### src/rtl/pl_adc_pkg.sv
// Definitions shared by the CMOS ADC/DAC data paths: the burst sequencer states and the bus defaults.
package pl_adc_pkg;

  localparam int          PL_DATA_W    = 12;
  localparam logic [11:0] PL_IDLE_CODE = 12'h800;

  typedef enum logic [1:0] {
    ST_IDLE,
    ST_PRIME,
    ST_RUN,
    ST_DONE
  } pl_state_e;

  // The burst may start once the FIFO cannot take any more words, or already holds the whole burst.
  function automatic logic prime_ready(input logic full, input logic [31:0] level,
                                       input logic [31:0] count);
    return full || (level >= count);
  endfunction

endpackage

### src/rtl/pl_dac_stream_if.sv
// AXI-Stream sample port that feeds the DAC burst engine.
interface pl_dac_stream_if #(
  parameter int AXIS_W = 16
);
  logic [AXIS_W-1:0] tdata;
  logic              tvalid;
  logic              tlast;
  logic              tready;

  modport master (output tdata, output tvalid, output tlast, input tready);
  modport slave  (input tdata, input tvalid, input tlast, output tready);
endinterface

### src/rtl/pl_dac_fifo.sv
// Synchronous FIFO that holds {tlast, sample}. Its registered read port is the DAC bus register itself,
// so it can also be loaded with the idle word.
module pl_dac_fifo #(
  parameter int            W     = 13,
  parameter int            DEPTH = 16,
  parameter logic [W-1:0]  INIT  = '0,
  localparam int           AW    = $clog2(DEPTH),
  localparam int           LW    = AW + 1
) (
  input  logic          i_CMOS_Clk,
  input  logic          i_Reset,
  input  logic          push,
  input  logic [W-1:0]  push_data,
  input  logic          pop,
  input  logic          load,
  output logic [W-1:0]  rd_data,
  output logic          full,
  output logic          empty,
  output logic [LW-1:0] level
);

  logic [W-1:0]  mem [DEPTH];
  logic [AW-1:0] wr_ptr;
  logic [AW-1:0] rd_ptr;
  logic          do_push;
  logic          do_pop;

  assign full    = (level == LW'(DEPTH));
  assign empty   = (level == '0);
  assign do_push = push && !full;
  assign do_pop  = pop && !empty;

  always_ff @(posedge i_CMOS_Clk) begin
    if (do_push) mem[wr_ptr] <= push_data;
  end

  always_ff @(posedge i_CMOS_Clk or posedge i_Reset) begin
    if (i_Reset) begin
      wr_ptr  <= '0;
      rd_ptr  <= '0;
      level   <= '0;
      rd_data <= INIT;
    end else begin
      if (do_push) wr_ptr <= wr_ptr + AW'(1);
      if (do_pop) begin
        rd_ptr  <= rd_ptr + AW'(1);
        rd_data <= mem[rd_ptr];
      end else if (load) begin
        rd_data <= INIT;
      end
      case ({do_push, do_pop})
        2'b10:   level <= level + LW'(1);
        2'b01:   level <= level - LW'(1);
        default: level <= level;
      endcase
    end
  end

endmodule

### src/rtl/pl_dac_stream.sv
// Burst sequencer that moves samples from the AXI-Stream FIFO onto the 12-bit CMOS DAC bus.
//  state    | meaning
//  ST_IDLE  | bus at idle code, FIFO may pre-fill, waiting for work
//  ST_PRIME | burst latched, waiting for enough buffered samples
//  ST_RUN   | one pop per cycle while the FIFO has data
//  ST_DONE  | burst finished, done held until work drops
module pl_dac_stream
  import pl_adc_pkg::*;
#(
  parameter int                DATA_W     = PL_DATA_W,
  parameter int                AXIS_W     = 16,
  parameter int                FIFO_DEPTH = 16,
  parameter logic [DATA_W-1:0] IDLE_CODE  = PL_IDLE_CODE
) (
  input  logic                 i_CMOS_Clk,
  input  logic                 i_Reset,
  pl_dac_stream_if.slave       s_axis,
  input  logic                 i_DAC_Work,
  input  logic [31:0]          i_Count,
  output logic [DATA_W-1:0]    o_CMOS_Data,
  output logic                 o_DAC_Done,
  output logic                 o_DAC_Last,
  output logic                 o_Underflow,
  output logic                 o_Tlast_Err
);

  localparam int LW = $clog2(FIFO_DEPTH) + 1;

  pl_state_e     state, state_nxt;
  logic [31:0]   r_count;
  logic [31:0]   r_idx;
  logic          r_pop_d;
  logic          fifo_full, fifo_empty;
  logic [LW-1:0] fifo_level;
  logic [DATA_W:0] fifo_rd;
  logic          push, pop, load, start, final_pop;
  logic          unused_axis_hi;

  assign s_axis.tready  = !fifo_full && !i_Reset;
  assign push           = s_axis.tvalid && s_axis.tready;
  assign final_pop      = pop && (r_idx == r_count - 32'd1);
  assign o_CMOS_Data    = fifo_rd[DATA_W-1:0];
  assign unused_axis_hi = ^s_axis.tdata[AXIS_W-1:DATA_W];

  pl_dac_fifo #(
    .W     (DATA_W + 1),
    .DEPTH (FIFO_DEPTH),
    .INIT  ({1'b0, IDLE_CODE})
  ) u_fifo (
    .i_CMOS_Clk (i_CMOS_Clk),
    .i_Reset    (i_Reset),
    .push       (push),
    .push_data  ({s_axis.tlast, s_axis.tdata[DATA_W-1:0]}),
    .pop        (pop),
    .load       (load),
    .rd_data    (fifo_rd),
    .full       (fifo_full),
    .empty      (fifo_empty),
    .level      (fifo_level)
  );

  always_comb begin
    state_nxt = state;
    pop       = 1'b0;
    start     = 1'b0;
    case (state)
      ST_IDLE: if (i_DAC_Work) begin
        start     = 1'b1;
        state_nxt = (i_Count == 32'd0) ? ST_DONE : ST_PRIME;
      end
      ST_PRIME: begin
        if (!i_DAC_Work) state_nxt = ST_IDLE;
        else if (prime_ready(fifo_full, 32'(fifo_level), r_count)) state_nxt = ST_RUN;
      end
      ST_RUN: begin
        if (!i_DAC_Work) begin
          state_nxt = ST_IDLE;
        end else if (!fifo_empty) begin
          pop = 1'b1;
          if (r_idx == r_count - 32'd1) state_nxt = ST_DONE;
        end
      end
      ST_DONE: if (!i_DAC_Work) state_nxt = ST_IDLE;
      default: state_nxt = ST_IDLE;
    endcase
    // Underflow keeps the last sample on the bus; every other non-popping cycle parks it at idle.
    load = (state_nxt != ST_RUN) && !pop;
  end

  always_ff @(posedge i_CMOS_Clk or posedge i_Reset) begin
    if (i_Reset) begin
      state       <= ST_IDLE;
      r_count     <= '0;
      r_idx       <= '0;
      r_pop_d     <= 1'b0;
      o_DAC_Done  <= 1'b0;
      o_DAC_Last  <= 1'b0;
      o_Underflow <= 1'b0;
      o_Tlast_Err <= 1'b0;
    end else begin
      state      <= state_nxt;
      r_pop_d    <= pop;
      o_DAC_Last <= final_pop;
      o_DAC_Done <= (state_nxt == ST_DONE) && !final_pop;
      if (start) begin
        r_count     <= i_Count;
        r_idx       <= '0;
        o_Underflow <= 1'b0;
        o_Tlast_Err <= 1'b0;
      end else begin
        if (pop) r_idx <= r_idx + 32'd1;
        if ((state == ST_RUN) && i_DAC_Work && fifo_empty) o_Underflow <= 1'b1;
        // The popped tlast lands in the read register alongside the matching o_DAC_Last.
        if (r_pop_d && (fifo_rd[DATA_W] != o_DAC_Last)) o_Tlast_Err <= 1'b1;
      end
    end
  end

endmodule
### src/flat_wrapper.sv
// flat-port wrapper written by rule: the top's interface ports become plain ports
module pl_dac_stream_flat import pl_adc_pkg::*;
#(
  parameter int                DATA_W     = PL_DATA_W,
  parameter int                AXIS_W     = 16,
  parameter int                FIFO_DEPTH = 16,
  parameter logic [DATA_W-1:0] IDLE_CODE  = PL_IDLE_CODE
)
  (i_CMOS_Clk, i_Reset, i_DAC_Work, i_Count, o_CMOS_Data, o_DAC_Done, o_DAC_Last, o_Underflow, o_Tlast_Err, s_axis_tdata, s_axis_tvalid, s_axis_tlast, s_axis_tready);
  pl_dac_stream_if #(.AXIS_W(AXIS_W)) s_axis_i ();
  input  logic i_CMOS_Clk;
  input  logic i_Reset;
  input  logic i_DAC_Work;
  input  logic [31:0] i_Count;
  output logic [DATA_W-1:0] o_CMOS_Data;
  output logic o_DAC_Done;
  output logic o_DAC_Last;
  output logic o_Underflow;
  output logic o_Tlast_Err;
  input wire logic [$bits(s_axis_i.tdata)-1:0] s_axis_tdata;
  input wire logic [$bits(s_axis_i.tvalid)-1:0] s_axis_tvalid;
  input wire logic [$bits(s_axis_i.tlast)-1:0] s_axis_tlast;
  output wire logic [$bits(s_axis_i.tready)-1:0] s_axis_tready;
  assign s_axis_i.tdata = s_axis_tdata;
  assign s_axis_i.tvalid = s_axis_tvalid;
  assign s_axis_i.tlast = s_axis_tlast;
  assign s_axis_tready = s_axis_i.tready;
  pl_dac_stream #(.DATA_W(DATA_W), .AXIS_W(AXIS_W), .FIFO_DEPTH(FIFO_DEPTH), .IDLE_CODE(IDLE_CODE)) u_core (.i_CMOS_Clk(i_CMOS_Clk), .i_Reset(i_Reset), .s_axis(s_axis_i), .i_DAC_Work(i_DAC_Work), .i_Count(i_Count), .o_CMOS_Data(o_CMOS_Data), .o_DAC_Done(o_DAC_Done), .o_DAC_Last(o_DAC_Last), .o_Underflow(o_Underflow), .o_Tlast_Err(o_Tlast_Err));
endmodule
### config.mk
export PLATFORM = sky130hd
export DESIGN_NAME = pl_dac_stream_flat
export DESIGN_NICKNAME = d
export VERILOG_FILES = /design/src/rtl/pl_adc_pkg.sv /design/src/rtl/pl_dac_stream_if.sv /design/src/rtl/pl_dac_fifo.sv /design/src/rtl/pl_dac_stream.sv /design/src/flat_wrapper.sv
export SDC_FILE = /design/constraint.sdc
export NUM_CORES = 1
export LEC_CHECK = 0
export CAP_MARGIN = 20
export CORE_MARGIN = 4
export CORE_UTILIZATION = 40
export CTS_BUF_LIST = sky130_fd_sc_hd__clkbuf_8
export DETAILED_ROUTE_END_ITERATION = 10
export GPL_TIMING_DRIVEN = 0
export PLACE_DENSITY_LB_ADDON = 0.2
export SETUP_SLACK_MARGIN = 0.3
export SLEW_MARGIN = 20
export SYNTH_ARGS = -nofsm -noshare
export SYNTH_HDL_FRONTEND = slang
export SYNTH_HIERARCHICAL = 1
export SYNTH_SLANG_ARGS = --single-unit
### constraint.sdc
create_clock -name i_CMOS_Clk -period 9.1 [get_ports i_CMOS_Clk]
set_input_delay 1.82 -clock i_CMOS_Clk [delete_from_list [all_inputs] [get_ports i_CMOS_Clk]]
set_output_delay 1.82 -clock i_CMOS_Clk [all_outputs]
set_load 0.02 [all_outputs]
==> results.md, run 1 <==
Run status:
- The run finished with clean final reports.

Timing:
- The slack of the critical path is 4.21 ns.
- Measured against its own limit, the worst slew margin works out to 38.3%.
- Of the available clock period, the critical path in the final layout requires 53.7%.
- The worst-case clock skew is approximately 0.029 ns.
- The minimum period implied by the final worst setup slack is 4.89 ns.
- The maximum achievable frequency is 205 MHz.
- The setup TNS after final layout is 0 ns.
- The final hold violation count was 0.
- For the pin with the worst max-slew slack, the measured transition is 0.925 ns.
- Hold timing on the final database bottoms out at a slack of 0.492 ns.
- The max-slew violation total from the final report was 0.
- The setup violation total in the final timing report is 0.
- Setup repair after global routing left no endpoint under its margin.

Global route:
- Global routing used 17.6% of the available tracks across all layers.
- For this run the aggregate overflow at the end of global routing stands at 0.
- The number of global-route vias before repair is just under 9k.
- The pin count of the biggest net entering global routing is 39.
- The initial antenna violation count is 0.
- The wire length of the first global-routing pass is 51700 µm.

Layout:
- Summing all non-filler instances in the final layout gives an area of 16400 µm².
- At the end of the flow, the number of nets in the layout was 1157.
- The final core utilization is 48.5%.
- Of the cells placed in the final design, the portion with a size suffix greater than 1 is a little over a fifth.
- The post-synthesis to final-layout area growth is 18.5%.
- The number of diodes added for antenna fixing is 0.
- The final standard cell count with taps included and fillers excluded is 1580.

Die:
- The floorplan step defined a core boundary enclosing 33800 µm².
- The width of the die is 194 µm.
- The floorplan step defined a die boundary enclosing 37600 µm².
- For this design the top-level I/O count stands at 70.
- The die height is 194 µm.
- The starting utilization of the core area is 40.9%.
- The row count is 67.

Logic synthesis:
- The number of synthesized flops with an enable pin is 208.
- The share of the synthesized area in the top cell type is between 40% and 50%.
- edfxtp_1 takes more of the synthesized area than any other cell.
- For this run, the number of Yosys warnings is 6.
- edfxtp_1 is the most common cell in the netlist.
- After synthesis, the cell types taking the most area are edfxtp_1 (45%), dfrtp_1 (17%), mux4_2 (8.3%).
- The post-synthesis cell area is between 10000 and 15000 µm².
- The count of distinct cell types in the synthesized netlist is 78.
- A synthesized cell averages 14.5 µm².
- Counting instances in the post-synthesis netlist gives the leading cell types as edfxtp_1 (208), dfrtp_1 (96), nor2_1 (61), mux4_2 (51), nand2_1 (48).
- The total nets after synthesis is about 1.0k.
- The synthesized design contains a little over 300 register bits.
- Synthesis produced a netlist whose cell count is 952.
- The fraction of registers with async set/reset is approximately a third.
- The sequential area share after synthesis is 62.8%.
- For this run, the leading register cell type out of synthesis is edfxtp_1.

CTS:
- In this run, post-CTS repair resized a total of 0 instances.
- Buffers inserted to repair hold after CTS numbered 0.
- In this run, CTS created clock tree buffers numbering 52.
- The number of buffers inserted to repair setup after CTS is 0.
- Counting along the longest clock path gives a buffer depth of 3.
- After clock tree synthesis, the clock-pin slew on the worst setup and hold paths is 0.06 ns.
- The clock tree synthesis step divided the H-tree into 2 levels.
- CTS saw about 300 sinks.
- The cell chosen for the clock root is clkbuf_8.
- TritonCTS built the clock tree.
- The source-to-sink clock delay at the later pin of the worst-skew pair is 0.63 ns.

Setup path:
- The worst path arrival time is just over 3 ns.
- The highest-delay cell along the critical path is clkdlybuf4s50_1.
- At the worst endpoint, the required time is 7.28 ns.
- In this run the worst path has a maximum fanout of 3.
- In this run the register-to-register setup slack is approximately 5.2 ns.
- The critical path in this run is classified as in -> out.
- The terminus of the critical flop-to-flop path is u_core/u_fifo/level[4].
- STA classifies the critical path startpoint as an input pin.
- The critical path capture point type is an output pin.
- On the worst path, the slowest cell contributes a delay of 0.62 ns.
- Walking the worst path, the cells encountered are clkdlybuf4s50_1 > nor2_1 > clkdlybuf4s50_1.
- The worst register-to-register path begins at u_core/u_fifo/level[1].
- The number of cells on the worst reg-to-reg path is 16.
- Counting stages on the worst path, the most repeated cell is clkdlybuf4s50_1.

Detailed routing:
- The final wirelength is 33000 µm.
- The highest metal layer with signal wires is met4.
- The routed design uses 15900 µm of met2 wire.
- The met1 wire length is around 15000 µm.
- The first detailed-routing pass took 4 iterations.
- The post-detailed-route via-to-cell ratio is ~5.3.
- The detail route stage leaves a number of antenna-violating nets equal to 0.
- After detailed routing, the average wire length per cell comes to 20.9 µm.
- The DRC violation total after the first TritonRoute iteration is 492.
- In the routed design, unresolved DRC markers number 0.
- The routed layout has 8403 vias.
- Wire segments on met3 add up to 1490 µm in the final route.

Place:
- The final RePlAce weighted congestion is slightly below 0.8.
- After legalization and detailed placement, the total HPWL measured 23200 µm.
- Before CTS, the worst setup slack after placement is 3.73 ns.
- During placement, the flow inserted port buffers numbering 65.
- In this run, placement finished with an instance count of 1482.
- The area of placed instances is 15300 µm².

Flow run:
- Max-cap violations in this run came to 0.

Hold path:
- For hold timing, the worst endpoint is u_core/o_Tlast_Err.
- The worst hold path was traced through 2 stages.
- The worst hold path begins at u_core/r_pop_d.
- The worst hold-check path type is reg -> reg.

Power and ir drop:
- The overall power consumption is 3.35 mW.
- The worst-case vdd ir drop is 0.000143 V.
- The total leakage power is 5.79 nW.
- The power per cell area is 205 nW/µm².
## registers in the layout, indices dropped and copies added, names as in the netlist
signal / count
u_core/u_fifo/rd_data: 13
u_core/state: 2
u_core/u_fifo/wr_ptr: 4
u_core/o_Tlast_Err: 1
u_core/o_DAC_Last: 1
u_core/o_Underflow: 1
u_core/u_fifo/level: 5
u_core/u_fifo/rd_ptr: 4
u_core/o_DAC_Done: 1
u_core/r_count: 32
u_core/u_fifo/mem: 208
u_core/r_idx: 32
u_core/r_pop_d: 1
## how the worst max path moves through the flow
stage / start / to / cells past startpoint
5_1_grt: i_Reset / s_axis_tready / 3
2_1_floorplan: i_Reset / u_core/u_fifo/level[4] / 12
3_5_place_dp: i_DAC_Work / u_core/u_fifo/level[4] / 14
3_3_place_gp: i_Reset / u_core/u_fifo/mem[1][5] / 6
4_1_cts: i_Reset / s_axis_tready / 3
6_report: i_Reset / s_axis_tready / 3
## logic make-up (layout without fill, tap and decap cells)
kind of cell | Yosys count | after routing | share of synthesized area, %
DFF | 305 | 305 | 62.8
and+or+nand+nor | 267 | 267 | 10.8
muxes | 97 | 97 | 12.0
xor gates and xnor gates | 75 | 75 | 4.75
AOI/OAI and AO/OA | 122 | 122 | 5.70
adders and majority gates | 16 | 16 | 1.45
buffers and inverters | 70 | 250 | 2.59
## report_power, final
group	switching [mW]	internal [mW]	total, mW
sequential	0.0711	1.58	1.65
combinational	0.258	0.188	0.445
clock	0.568	0.688	1.26
total	0.897	2.46	3.35
## per-layer routing
| metal | global-route usage, % | vias to the layer above |
|---|---|---|
| met5 | 0 | - |
| met4 | 4.48 | 0 |
| met3 | 3.68 | 38 |
| met2 | 29.0 | 160 |
| met1 | 24.3 | 4268 |
| li1 | - | 3937 |
## worst max-delay path: cells and delay by family
family,cells,cell delay [ns]
buf+inv,2,1.11
simple gates,1,0.14
## area by class of cell
| type | instances | area, µm² |
|---|---|---|
| Clock inverter | 32 | 185 |
| Buffer | 46 | 268 |
| Tap cell | 448 | 561 |
| Sequential cell | 305 | 8670 |
| Clock buffer | 66 | 908 |
| Multi-Input combinational cell | 577 | 4840 |
| Timing Repair Buffer | 82 | 847 |
| Fill cell | 2932 | 17400 |
| Inverter | 24 | 92.6 |
## cells in the final DEF, fill, tap and decap left out, types with 7 or more instances in the layout
| cell type | n |
|---|---|
| inv_1 | 45 |
| and2_1 | 7 |
| nor4_1 | 16 |
| nand3_1 | 16 |
| clkbuf_8 | 66 |
| dfrtp_1 | 96 |
| xor2_1 | 38 |
| or4_1 | 7 |
| clkdlybuf4s50_1 | 65 |
| o21ai_0 | 30 |
| nand4_1 | 16 |
| mux4_2 | 51 |
| buf_2 | 7 |
| mux2i_1 | 10 |
| clkbuf_1 | 15 |
| ha_1 | 16 |
| o22ai_1 | 19 |
| nand2b_1 | 7 |
| a21oi_1 | 32 |
| buf_4 | 10 |
| xnor2_1 | 37 |
| nor3_1 | 14 |
| nor2_1 | 49 |
| buf_1 | 10 |
| buf_6 | 16 |
| mux2_2 | 36 |
| edfxtp_1 | 208 |
| or3_1 | 14 |
| nor2_2 | 12 |
| nor2b_1 | 17 |
| nand2_1 | 48 |
No activity file was read; power rests on OpenSTA's default activity.
==> run 2, diff against run 1 <==
- clock period: 9.1 -> 4.7 ns (I/O delays scaled with it)
==> results of run 2 <==
The final DEF is identical to that of run 1. Status: complete, no violations.
Main changes from that run: setup slack after placement 3.73 ns -> 0.209 ns; setup slack after layout 4.21 ns -> 0.788 ns; start point of the critical path i_Reset -> u_core/u_fifo/level[1]; end point of the critical path s_axis_tready -> u_core/u_fifo/level[4]; register-to-register setup slack 5.19 ns -> 0.79 ns; total power 3.35 mW -> 6.49 mW; worst IR drop on VDD 0.000143 V -> 0.000277 V
==> run 3, diff against run 2 <==
- clock period: 4.7 -> 3.6 ns (I/O delays scaled with it)
==> run 3 against run 2 <==
Against the previous run:
- critical path depth shrank 4
- first-iteration DRC count grew 12%
- sequential share of layout area shrank 0.39 points
- global-route usage shrank 0.32 points
- power grew 29%
==> results.md, run 3 (same netlist as run 1, synthesis figures left out) <==
Power and ir drop:
- The worst-case vdd ir drop is between 0.0002 and 0.0003 V.
- The internal portion of total power is approximately 6.1 mW.
- The part of the power in registers is between 50% and 60%.
- The net load switching power is 2.27 mW.
- Power spread over the standard cell area amounts to about 510 nW/µm².
- The clock network is responsible for 36.0% of the overall power.
- The net switching fraction of the power is 27.0%.
- The combinational share of power is 14.0%.
- The overall power consumption is 8.38 mW.
- Summed over all cells, the static leakage comes to 5.86 nW.

Setup path:
- The slack of the worst reg-to-reg path is 0.35 ns.
- At the worst endpoint, the required time is 4.11 ns.
- The critical path capture point type is a flip-flop.
- In this run the worst setup path begins at u_core/r_count[16].
- The worst register-to-register path ends at u_core/u_fifo/rd_data[0].
- In this run the critical register-to-register path is launched from u_core/r_count[16].
- The endpoint of the worst setup timing path is u_core/u_fifo/rd_data[0].
- The maximum fanout encountered on the critical timing path is 10.
- STA classifies the critical path startpoint as a flip-flop.
- The number of cells on the worst reg-to-reg path is 12.
- The worst path arrival time is 3.75 ns.
- The kind of critical path is reg -> reg.

Die:
- The placeable core area is 33800 µm².
- Pin placement for this block handled 70 I/O pins.
- The starting utilization of the core area is 40.9%.
- The row count is 67.
- The floorplan die area is 37600 µm².
- Measured along the x axis, the die boundary spans 194 µm.
- From bottom edge to top edge, the die measures 194 µm.

Detailed routing:
- The post-detailed-route via-to-cell ratio is between 5 and 6.
- The residual DRC count is 0.
- The per-cell routed wire length is 20.5 µm.
- The routed design has 32600 µm of wire.
- The length of the first detailed-routing pass in iterations is 6.
- The DRC violation total after the first TritonRoute iteration is 552.
- The routed layout has 8538 vias.
- The antenna violation net count after detailed routing is 0.

Layout:
- The share of post-route cells with drive strength above 1 is 22.6%.
- Leaving out fill and tap cells, the most frequent cell in the layout is edfxtp_1.
- From synthesis to final layout, the design area changed by 19.4%.
- The finished layout holds roughly 1.6k standard cells, fillers aside.
- The area of all placed cells without fillers is 16500 µm².
- The largest registers in the layout are u_core/u_fifo/mem x208, u_core/r_count x32, u_core/r_idx x32.
- The repair_antennas step left the layout with diodes totalling 0.
- Counting flops per register, the top entry is u_core/u_fifo/mem.
- The register with the most flip-flops in the layout has 208 of them.
- The final-stage net count is 1167.
- In the layout the commonest cells are edfxtp_1 (208), dfrtp_1 (96), clkdlybuf4s50_1 (65).

CTS:
- The number of buffers added by the clock tree synthesis step is 52.
- Clock-pin slew was measured on the worst setup and hold paths at 0.06 ns.
- The H-tree depth is 2.
- The TritonCTS clock tree is built.
- The worst-case clock buffer depth is 3.
- The cell chosen for the clock root is clkbuf_8.
- The quantity of hold-fixing buffers added after cts is 0.
- The clock net in this run drives a total of roughly 310 sinks.
- The source-to-sink clock delay at the later pin of the worst-skew pair is between 0.6 and 0.7 ns.

Place:
- In this run the cell area measured after placement is 15300 µm².
- At the end of routability-driven placement, the weighted congestion stood at 0.822.
- The worst-case setup slack after placement is -0.424 ns.
- Counting tap cells, the placed design contains a total of 1481 instances.
- In this run the tool buffered the top-level ports with 65 buffer cells.
- The HPWL after detailed placement is 22900 µm.

Timing:
- Setup repair after global routing could not meet its margin everywhere.
- Setup slack on the critical path of the routed design comes to 0.354 ns.
- The minimum period implied by the final worst setup slack is around 3.2 ns.
- In this run the tightest slew margin relative to its limit is 42.5%.
- The final critical-path share of the clock period is 90.2%.
- The setup TNS after final layout is 0 ns.
- The max-slew violation total from the final report is 0.
- The final hold violation count is 0.
- Setup violations remaining at the end of the flow were counted as 0.
- Derived from the worst setup path, the maximum achievable clock frequency is 308 MHz.
- The worst-case clock skew is approximately 0.042 ns.
- The transition time at the pin with the least slew margin is 0.862 ns.

Global route:
- The wire length of the first global-routing pass is 51400 µm.
- The pin count of the biggest net entering global routing is 38.
- The initial antenna violation count is 0.
- The overall routing resource usage is 17.3%.
- The number of global-route vias before repair is 8725.
- Summed over all layers, the global routing overflow is 0.

Flow run:
- Max-cap violations in this run came to 0.

Run status:
- The run finished with clean final reports.

Hold path:
- The worst hold-check path type is reg -> reg.
-- run 3: per-layer routing --
| metal | global-route usage (%) | part of all wire [%] | up-vias |
|---|---|---|---|
| met1 | 23.2 | 43 | 4350 |
| met2 | 28.5 | 49 | 191 |
| met4 | 5.96 | 2.7 | 0 |
| met5 | 0 | 0 | - |
| met3 | 3.41 | 4.8 | 56 |
| li1 | - | - | 3941 |
-- run 3: worst min path at each step --
stage	start	end	slack [ns]	cells after the start
detailed placement	u_core/r_pop_d	u_core/o_Tlast_Err	0.50	2
floorplan	u_core/r_pop_d	u_core/o_Tlast_Err	0.46	2
finish	u_core/r_pop_d	u_core/o_Tlast_Err	0.50	2
global route	u_core/r_pop_d	u_core/o_Tlast_Err	0.54	2
CTS	u_core/r_pop_d	u_core/o_Tlast_Err	0.51	2
global placement	u_core/r_pop_d	u_core/o_Tlast_Err	0.47	2
-- run 3: critical path: stages, from the launching register on --
cell	delay (ns)
dfrtp_1	0.37
buf_6	0.14
or4_4	0.56
or2_1	0.22
clkbuf_1	0.18
nor3_1	0.26
and2_1	0.23
nand2_1	0.07
o211ai_1	0.24
nand2_2	0.17
buf_2	0.24
or3b_1	0.39
o221ai_1	0.09
-- run 3: what timing repair did --
action                                  in CTS  in global routing
buffers inserted                             2                  9
pin swaps                                    1                  4
endpoints found under the hold margin        0                  0
resized for setup                           10                 21
endpoints found under the setup margin      11                 85
-- run 3: cell type report --
| class | count | area [µm²] |
|---|---|---|
| fill | 2901 | 17300 |
| sequential | 305 | 8670 |
| multi-input combinational | 577 | 4930 |
| timing repair buffer | 92 | 907 |
| clock buffer | 60 | 826 |
| tap | 448 | 561 |
| buffer | 46 | 299 |
| clock inverter | 38 | 203 |
| inverter | 24 | 97.6 |
-- run 3: power by group through the flow --
stage	Clock [mW]	Combinational, mW	Sequential [mW]
floorplan	0	0.739	4.20
global placement	0	1.05	4.25
detailed placement	0	1.13	4.25
CTS	3.12	1.14	4.19
global route	3.31	1.30	4.22
finish	3.02	1.17	4.19
-- run 3: per-stage QoR --
step                hold slack [ns]  util, %
floorplan                     0.458        -
global placement              0.475     44.6
detailed placement            0.501     45.2
CTS                           0.506     48.4
global route                  0.544     48.8
finish                        0.496     48.8
